## src/rtl/bitty_fetch.sv

```systemverilog
// bitty_fetch: instruction fetch/issue sequencer for the bitty core.
// It walks the program counter from 0 to a latched last address. For each
// instruction it reads the synchronous instruction memory, hands the word
// to the core with a run pulse, and waits for the core's done pulse.
module bitty_fetch #(
  parameter int ADDR_W = 8
) (
  input  logic              clk,
  input  logic              reset,
  input  logic              start,
  input  logic [ADDR_W-1:0] last_addr,
  output logic              mem_en,
  output logic [ADDR_W-1:0] mem_addr,
  input  logic [15:0]       mem_data,
  output logic [15:0]       d_instr,
  output logic              run,
  input  logic              done,
  output logic              busy,
  output logic              halted,
  output logic [15:0]       retired,
  output logic [2:0]        dbg_state
);

  // Core handshake: run is a single-cycle request carrying d_instr, and done
  // is the single-cycle completion for it. Exactly one request can be
  // outstanding. done only counts while in S_EXEC; any other done (early,
  // late, or for an instruction issued before a reset) is dropped.
  typedef enum logic [2:0] {
    S_IDLE  = 3'd0,
    S_FETCH = 3'd1,
    S_LOAD  = 3'd2,
    S_ISSUE = 3'd3,
    S_EXEC  = 3'd4,
    S_HALT  = 3'd5
  } state_t;

  state_t            state;
  state_t            state_nxt;
  logic [ADDR_W-1:0] pc;
  logic [ADDR_W-1:0] last_q;
  logic [15:0]       ir;
  logic [15:0]       ret_q;
  logic              start_ok;
  logic              done_ok;
  logic              at_last;

  // A start counts only from IDLE or HALT, and a done only from EXEC.
  assign start_ok = ((state == S_IDLE) || (state == S_HALT)) && start;
  assign done_ok  = (state == S_EXEC) && done;
  assign at_last  = (pc == last_q);

  // State register.
  always_ff @(posedge clk) begin
    if (reset) begin
      state <= S_IDLE;
    end else begin
      state <= state_nxt;
    end
  end

  // Next-state logic. FETCH, LOAD and ISSUE each last exactly one cycle.
  always_comb begin
    state_nxt = state;
    case (state)
      S_IDLE:  if (start) state_nxt = S_FETCH;
      S_FETCH: state_nxt = S_LOAD;
      S_LOAD:  state_nxt = S_ISSUE;
      S_ISSUE: state_nxt = S_EXEC;
      S_EXEC:  if (done) state_nxt = at_last ? S_HALT : S_FETCH;
      S_HALT:  if (start) state_nxt = S_FETCH;
      default: state_nxt = S_IDLE;
    endcase
  end

  // Datapath: pc, latched last address, instruction register and retire count.
  always_ff @(posedge clk) begin
    if (reset) begin
      pc     <= '0;
      last_q <= '0;
      ir     <= 16'h0000;
      ret_q  <= 16'h0000;
    end else begin
      if (start_ok) begin
        pc     <= '0;
        last_q <= last_addr;
        ret_q  <= 16'h0000;
      end
      // Memory data is valid in the cycle after the FETCH strobe, i.e. in LOAD.
      if (state == S_LOAD) begin
        ir <= mem_data;
      end
      if (done_ok) begin
        if (ret_q != 16'hFFFF) begin
          ret_q <= ret_q + 16'd1;
        end
        // pc stays on the final address when the program halts.
        if (!at_last) begin
          pc <= pc + ADDR_W'(1);
        end
      end
    end
  end

  assign mem_en    = (state == S_FETCH);
  assign mem_addr  = pc;
  assign run       = (state == S_ISSUE);
  assign d_instr   = ir;
  assign busy      = (state != S_IDLE) && (state != S_HALT);
  assign halted    = (state == S_HALT);
  assign retired   = ret_q;
  assign dbg_state = state;

endmodule
```

## config.mk

```make
export PLATFORM = sky130hd
export DESIGN_NAME = bitty_fetch
export DESIGN_NICKNAME = d
export VERILOG_FILES = /design/src/rtl/bitty_fetch.sv
export SDC_FILE = /design/constraint.sdc
export NUM_CORES = 1
export LEC_CHECK = 0
export CORE_MARGIN = 1
export CORE_UTILIZATION = 30
export DETAILED_ROUTE_END_ITERATION = 12
export GPL_ROUTABILITY_DRIVEN = 0
export MAX_ROUTING_LAYER = met4
export PLACE_DENSITY = 0.61
export SYNTH_ARGS = -nofsm -noshare
export SYNTH_HDL_FRONTEND = slang
export SYNTH_SLANG_ARGS = --single-unit
```

## constraint.sdc

```tcl
create_clock -name clk -period 2.53 [get_ports clk]
set_clock_uncertainty 0.1 [all_clocks]
set_input_delay 0.506 -clock clk [delete_from_list [all_inputs] [get_ports clk]]
set_output_delay 0.506 -clock clk [all_outputs]
set_load 0.1 [all_outputs]
```

# After elaboration in Yosys (flattened, before gate mapping)
# Cells that the tools add are included.
dict set report classes {
  addsub 2
  n_eq_ne 10
  mux 10
  reduce_logical 8
}
# op count
set ops {}
lappend ops {{$mux 16} 3}
lappend ops {{$mux 8} 3}
lappend ops {{$add 16x1->16 const B} 1}
lappend ops {{$ne 16x16->1 const B} 1}
lappend ops {{$pmux 3 s5} 1}
lappend ops {{$mux 3} 3}
lappend ops {{$add 8x1->8 const B} 1}
lappend ops {{$eq 8x8->1} 1}
lappend ops {{$eq 3x2->1 const B} 2}
lappend ops {{$eq 3x3->1 const B} 2}
lappend ops {{$eq 3x1->1 const B} 1}
lappend ops {{$logic_and 1x1->1} 3}
lappend ops {{$logic_not 3->1} 1}
lappend ops {{$ne 3x3->1 const B} 1}
lappend ops {{$reduce_bool 3->1} 1}
lappend ops {{$ne 2x1->1 const B} 1}
lappend ops {{$ne 2x2->1 const B} 1}
lappend ops {{$reduce_and 2->1} 1}
lappend ops {{$reduce_or 2->1} 1}
lappend ops {{$logic_or 1x1->1} 1}
dict set report totals {
  ff_bits 51
  in_bits 28
  output_inout_bits 47
  word_cells 35
}

# Longest topological paths before layout
dict set report logic_depth {
  ltp_word 6
  mapped_depth 7
  mapped_depth_nobuf 6
}

# Worst setup path after synthesis
# OpenSTA, ideal clock, no wires.
dict set report synth_timing {
  path_kind {register to output}
  startpoint {register state[0], in the netlist dbg_state[0]}
  endpoint {output run}
  t_arrival_ns 3.470
  required_ns 1.924
  setup_slack_ns -1.546
  stages_incl_launch_ff 4
  path_buffers 1
  cell_sequence {dfxtp_1 > buf_2 > inv_1 > nor3_1}
}
dict set report synth_via {
  elab_chain_len 1
}
# item line
set synth_lines {}
lappend synth_lines {{from (decl)} 37} ;# state_t state;
lappend synth_lines {{from (signal assigned)} 57} ;# state <= state_nxt;
lappend synth_lines {{$eq 3x2->1} 106} ;# assign run = (state == S_ISSUE);
lappend synth_lines {{to (decl)} 16} ;# output logic run,
# Every way passes these cells.

# Worst setup path in the final report
dict set report layout_timing {
  startpoint {register ret_q[1], in the netlist retired[1]}
  endpoint {register ret_q[3], in the netlist retired[3]}
}
dict set report layout_via {
  elab_chain_len 3
  elab_cells_between_ends 4
  classes_between {add/sub (1); eq/ne (1); mux (2)}
}
# item line
set layout_lines {}
lappend layout_lines {{from (decl)} 42} ;# logic [15:0] ret_q;
lappend layout_lines {{from (signal assigned)} 94} ;# ret_q <= ret_q + 16'd1;
lappend layout_lines {{$add 16x1->16 or $ne 16x16->1 (tied branches)} {94, 93}}
lappend layout_lines {{$mux 16 (*)} 93} ;# if (ret_q != 16'hFFFF) begin
lappend layout_lines {{$mux 16 (*)} 92} ;# if (done_ok) begin
# Mark *: on every way between the ends. The rest lies on a longest branch, timed or not.
# A chain may end at the register's enable or synchronous reset.

==> impl_metrics.prom <==
# TYPE chip_impl_metric gauge
chip_impl_info{name="status",value="finished clean"} 1
chip_impl_metric{name="cp_max_fo",unit=""} 11
chip_impl_metric{name="timing.final.ws_setup",unit="ns"} 0.292
chip_impl_info{name="layout_common_cells",value="70 x sky130_fd_sc_hd__nand2_1, 59 x sky130_fd_sc_hd__buf_4, 39 x sky130_fd_sc_hd__dfxtp_1"} 1
chip_impl_metric{name="ios",unit=""} 75
chip_impl_info{name="timing.critical_path.cells",value="ha_1 -> nand3_1 -> or4_4 -> a211oi_2 -> buf_4 -> a21o_1 -> a22o_1"} 1
chip_impl_metric{name="clock_tree.buffer_depth",unit=""} 2
chip_impl_metric{name="grt_antenna_before_repair",unit=""} 0
chip_impl_metric{name="grt_pass1_wl",unit="µm"} 11000
chip_impl_metric{name="grt_max_degree",unit=""} 26
chip_impl_info{name="crit_path_end_kind",value="flip-flop"} 1
chip_impl_metric{name="placed_cells",unit=""} 486
chip_impl_metric{name="grtUsageTotal",unit="%"} 16.7
chip_impl_metric{name="worstSkewPairLatency",unit="ns"} 0.30
chip_impl_metric{name="row_count",unit=""} 32
chip_impl_metric{name="setup_viol",unit=""} 0
chip_impl_metric{name="finalNetCount",unit=""} 421
chip_impl_metric{name="routed-via-count",unit=""} 2488
chip_impl_info{name="synth.area.top_cells",value="sky130_fd_sc_hd__dfxtp_1 42%, sky130_fd_sc_hd__nand2_1 11%, sky130_fd_sc_hd__a21oi_1 7.1%, sky130_fd_sc_hd__o21ai_0 3.5%, sky130_fd_sc_hd__xnor2_1 3.2%"} 1
chip_impl_metric{name="mappedNetlistArea",unit="µm²"} 2450
chip_impl_metric{name="pins_over_slew_limit",unit=""} 0
chip_impl_metric{name="area_share_of_fa_ha_maj_cells_after_synthesis",unit="%"} 1.02
chip_impl_info{name="r2r_end",value="retired[3]$_SDFF_PP0_"} 1
chip_impl_info{name="critPathKind",value="reg2reg"} 1
chip_impl_metric{name="cap_viol_max_count",unit=""} 0
chip_impl_metric{name="max_freq",unit="MHz"} 447
chip_impl_metric{name="dp.final_hpwl",unit="µm"} 4850
chip_impl_metric{name="grt_pass1_vias",unit=""} 2258
chip_impl_metric{name="power-per-cell-area",unit="nW/µm²"} 567
chip_impl_metric{name="clock_power_share",unit="%"} 25.3
chip_impl_metric{name="reg2reg_slack",unit="ns"} 0.29
chip_impl_metric{name="place.port_buffers",unit=""} 74
chip_impl_info{name="layout_commonest_cell",value="sky130_fd_sc_hd__nand2_1"} 1
chip_impl_metric{name="finalCriticalPeriod",unit="ns"} 2.24
chip_impl_info{name="top_cell_family_by_delay_on_the_critical_path",value="simple AND/OR/NAND/NOR gates"} 1
chip_impl_metric{name="synth_nets",unit=""} 347
chip_impl_metric{name="syn_inst",unit=""} 317
chip_impl_info{name="setup.worst_path.start_class",value="flip-flop"} 1
chip_impl_metric{name="core_area",unit="µm²"} 7810
chip_impl_info{name="tritoncts",value="yes"} 1
chip_impl_metric{name="htree_levels",unit=""} 2
chip_impl_metric{name="cp_num_cells",unit=""} 7
chip_impl_metric{name="via_per_inst",unit=""} 5.05
chip_impl_metric{name="cts_inserted_buffers",unit=""} 5
chip_impl_metric{name="drt_drc_violations_left",unit=""} 0
chip_impl_metric{name="fraction_of_the_core_area_covered_by_cells_at_the_end_of_the_flow",unit="%"} 43.0
chip_impl_metric{name="internal_power",unit="W"} 0.00122
chip_impl_metric{name="cp_data_arrival_time",unit="ns"} 2.39
chip_impl_info{name="ctsRootBufferMaster",value="sky130_fd_sc_hd__clkbuf_8"} 1
chip_impl_metric{name="timing.critical_path.slowest_cell_delay",unit="ns"} 0.61
chip_impl_metric{name="finalHoldViolCount",unit=""} 0
chip_impl_metric{name="drtPass1Iterations",unit=""} 4
chip_impl_metric{name="drt_iter0_markers",unit=""} 79
chip_impl_metric{name="routedWlPerCell",unit="µm"} 13.7
chip_impl_metric{name="finalCritPeriodShare",unit="%"} 88.5
chip_impl_metric{name="chipWidth",unit="µm"} 92.4
chip_impl_info{name="rsz0062_at_grt",value="no"} 1
chip_impl_metric{name="design_power_total",unit="W"} 0.00190
chip_impl_metric{name="buf_inv_stages_crit_path",unit=""} 1
chip_impl_metric{name="syn_area_per_cell",unit="µm²"} 7.74
chip_impl_metric{name="setup_total_negative_slack",unit="ns"} 0
chip_impl_metric{name="yosys.area_share.simple",unit="%"} 29.6
chip_impl_info{name="synth_top_family_by_area",value="simple AND/OR/NAND/NOR gates"} 1
chip_impl_info{name="hold_path_startpoint",value="d_instr[12]$_SDFFE_PP0N_"} 1
chip_impl_metric{name="power.share.sequential",unit="%"} 45.8
chip_impl_info{name="synth.largest_area_cell",value="sky130_fd_sc_hd__dfxtp_1"} 1
chip_impl_metric{name="yosys.area.top_type_share",unit="%"} 41.6
chip_impl_metric{name="post_cts_hold_buffer_count",unit=""} 0
chip_impl_metric{name="synth_compound_gate_area_share",unit="%"} 18.9
chip_impl_metric{name="irDropWorstVdd",unit="µV"} 245
chip_impl_metric{name="initial_core_util",unit="%"} 31.4
chip_impl_metric{name="worst_rel_slew_slack",unit="%"} 56.8
chip_impl_metric{name="crit_required",unit="ns"} 2.68
chip_impl_metric{name="synth.ff_latch_count",unit=""} 51
chip_impl_metric{name="count_of_cell_types_in_the_netlist",unit=""} 43
chip_impl_metric{name="grt_overflow",unit=""} 0
chip_impl_metric{name="antenna_cells_inserted",unit=""} 0
chip_impl_metric{name="post_cts.repair.setup_buffers",unit=""} 0
chip_impl_metric{name="clkSinkCount",unit=""} 51
chip_impl_metric{name="fin_cells",unit=""} 493
chip_impl_metric{name="final_antenna_net_count",unit=""} 0
chip_impl_metric{name="post_cts_resized",unit=""} 0
chip_impl_metric{name="synth.mux.area_fraction",unit="%"} 0.867
chip_impl_metric{name="switching_power_as_a_share_of_total_power",unit="%"} 36.0
chip_impl_metric{name="power.combinational.fraction",unit="%"} 28.9
chip_impl_info{name="critical_path.slowest_cell",value="sky130_fd_sc_hd__or4_4"} 1
chip_impl_metric{name="sequential_element_share_of_the_synthesized_area",unit="%"} 41.6
chip_impl_metric{name="detailedPlace.worstSlack",unit="ns"} 0.138
chip_impl_metric{name="ys.warnings.count",unit=""} 0
chip_impl_metric{name="die-area",unit="µm²"} 8540
chip_impl_metric{name="clkSlewWorstSetupHoldPaths",unit="ns"} 0.09
chip_impl_metric{name="drive_above_1_share",unit="%"} 23.3
chip_impl_info{name="synth_ff_type",value="sky130_fd_sc_hd__dfxtp_1"} 1
chip_impl_metric{name="power.leakage",unit="nW"} 1.33
chip_impl_metric{name="die_height",unit="µm"} 92.4
chip_impl_metric{name="n_fill_cell",unit=""} 806
chip_impl_metric{name="worst_slew_pin_slew",unit="ns"} 0.641
chip_impl_metric{name="area_delta_synth_final",unit="%"} 37.0
chip_impl_metric{name="wl",unit="µm"} 6760
chip_impl_info{name="start_point_of_the_critical_path",value="retired[1]$_SDFF_PP0_"} 1
chip_impl_metric{name="share_of_the_synthesized_netlist_area_taken_by_xor_and_xnor_gates",unit="%"} 3.57
chip_impl_metric{name="synth_enable_flop_cells",unit=""} 0
chip_impl_info{name="hold_path_class",value="reg2reg"} 1
chip_impl_info{name="crit-reg2reg-launch",value="retired[1]$_SDFF_PP0_"} 1
chip_impl_metric{name="r2r.worst_path.cells",unit=""} 7
chip_impl_metric{name="total_switching_power",unit="W"} 0.000686
chip_impl_info{name="critPathCapture",value="retired[3]$_SDFF_PP0_"} 1
chip_impl_metric{name="ys_async_sr_fraction",unit="%"} 0
flip-flops by register name, summed over array words and instances (netlist names):
name,flops
d_instr,16
retired,16
last_q,8
mem_addr,8
dbg_state,3
worst register-to-register path: cells and delay by family, from the launching register on:
kind	cells	cell delay, ns
fa+ha+maj	1	0.19
compound gates	3	0.46
buf+inv	1	0.21
flops	1	0.38
simple gates	2	0.84
worst min path at each step:
stage,slack (ns),cells after the start,endpoint
detailed placement,0.35,2,d_instr[6]$_SDFFE_PP0N_
global placement,0.34,2,d_instr[3]$_SDFFE_PP0N_
floorplan,0.35,2,last_q[0]$_SDFFE_PP0P_
finish,0.36,2,d_instr[12]$_SDFFE_PP0N_
global route,0.37,2,d_instr[6]$_SDFFE_PP0N_
CTS,0.36,2,d_instr[6]$_SDFFE_PP0N_
metal layers:
layer | global-route usage (%) | vias up | wire length, µm
li1 | - | 1274 | -
met1 | 21.3 | 1164 | 3180
met2 | 27.2 | 44 | 3280
met3 | 2.63 | 6 | 258
met4 | 5.21 | 0 | 44
met5 | - | - | 0
cell usage after synthesis, drive strengths merged, types with 7 or more instances:
master  number
nor4         9
nor2        12
nor3        11
nand3        9
clkbuf      13
xnor2        9
buf          7
o211ai       8
a21oi       36
dfxtp       51
nor2b        8
nand2       70
nand4        7
o21ai       20
metrics by stage:
stage	hold WS, ns	area, µm²
CTS	0.359	3360
global placement	0.344	3270
floorplan	0.349	2490
finish	0.359	3360
global route	0.374	3360
detailed placement	0.347	3270
cells by family after synthesis:
logic type	count (synthesis)
AO/OA/AOI/OAI	78
XOR/XNOR	10
adder cells (fa/ha/maj)	2
buffers and inverters	26
flip-flops	51
multiplexers	2
AND/OR/NAND/NOR	148
final cells by class:
class | instances | area, µm² | area share (%)
Tap cell | 102 | 128 | 3.80
Inverter | 6 | 22.5 | 0.670
Clock inverter | 1 | 5.00 | 0.149
Timing Repair Buffer | 87 | 733 | 21.8
Multi-Input combinational cell | 240 | 1350 | 40.3
Clock buffer | 6 | 82.6 | 2.46
Sequential cell | 51 | 1040 | 30.8
power by group through the flow:
stage | Sequential, W | Combinational (W) | Clock [W]
4_1_cts | 0.000872 | 0.000553 | 0.000505
6_report | 0.000872 | 0.000551 | 0.000482
3_3_place_gp | 0.000889 | 0.000549 | 0
3_5_place_dp | 0.000890 | 0.000552 | 0
5_1_grt | 0.000878 | 0.000585 | 0.000532
2_1_floorplan | 0.00105 | 0.000228 | 0
Note: power is estimated with default switching activity, not from simulation.
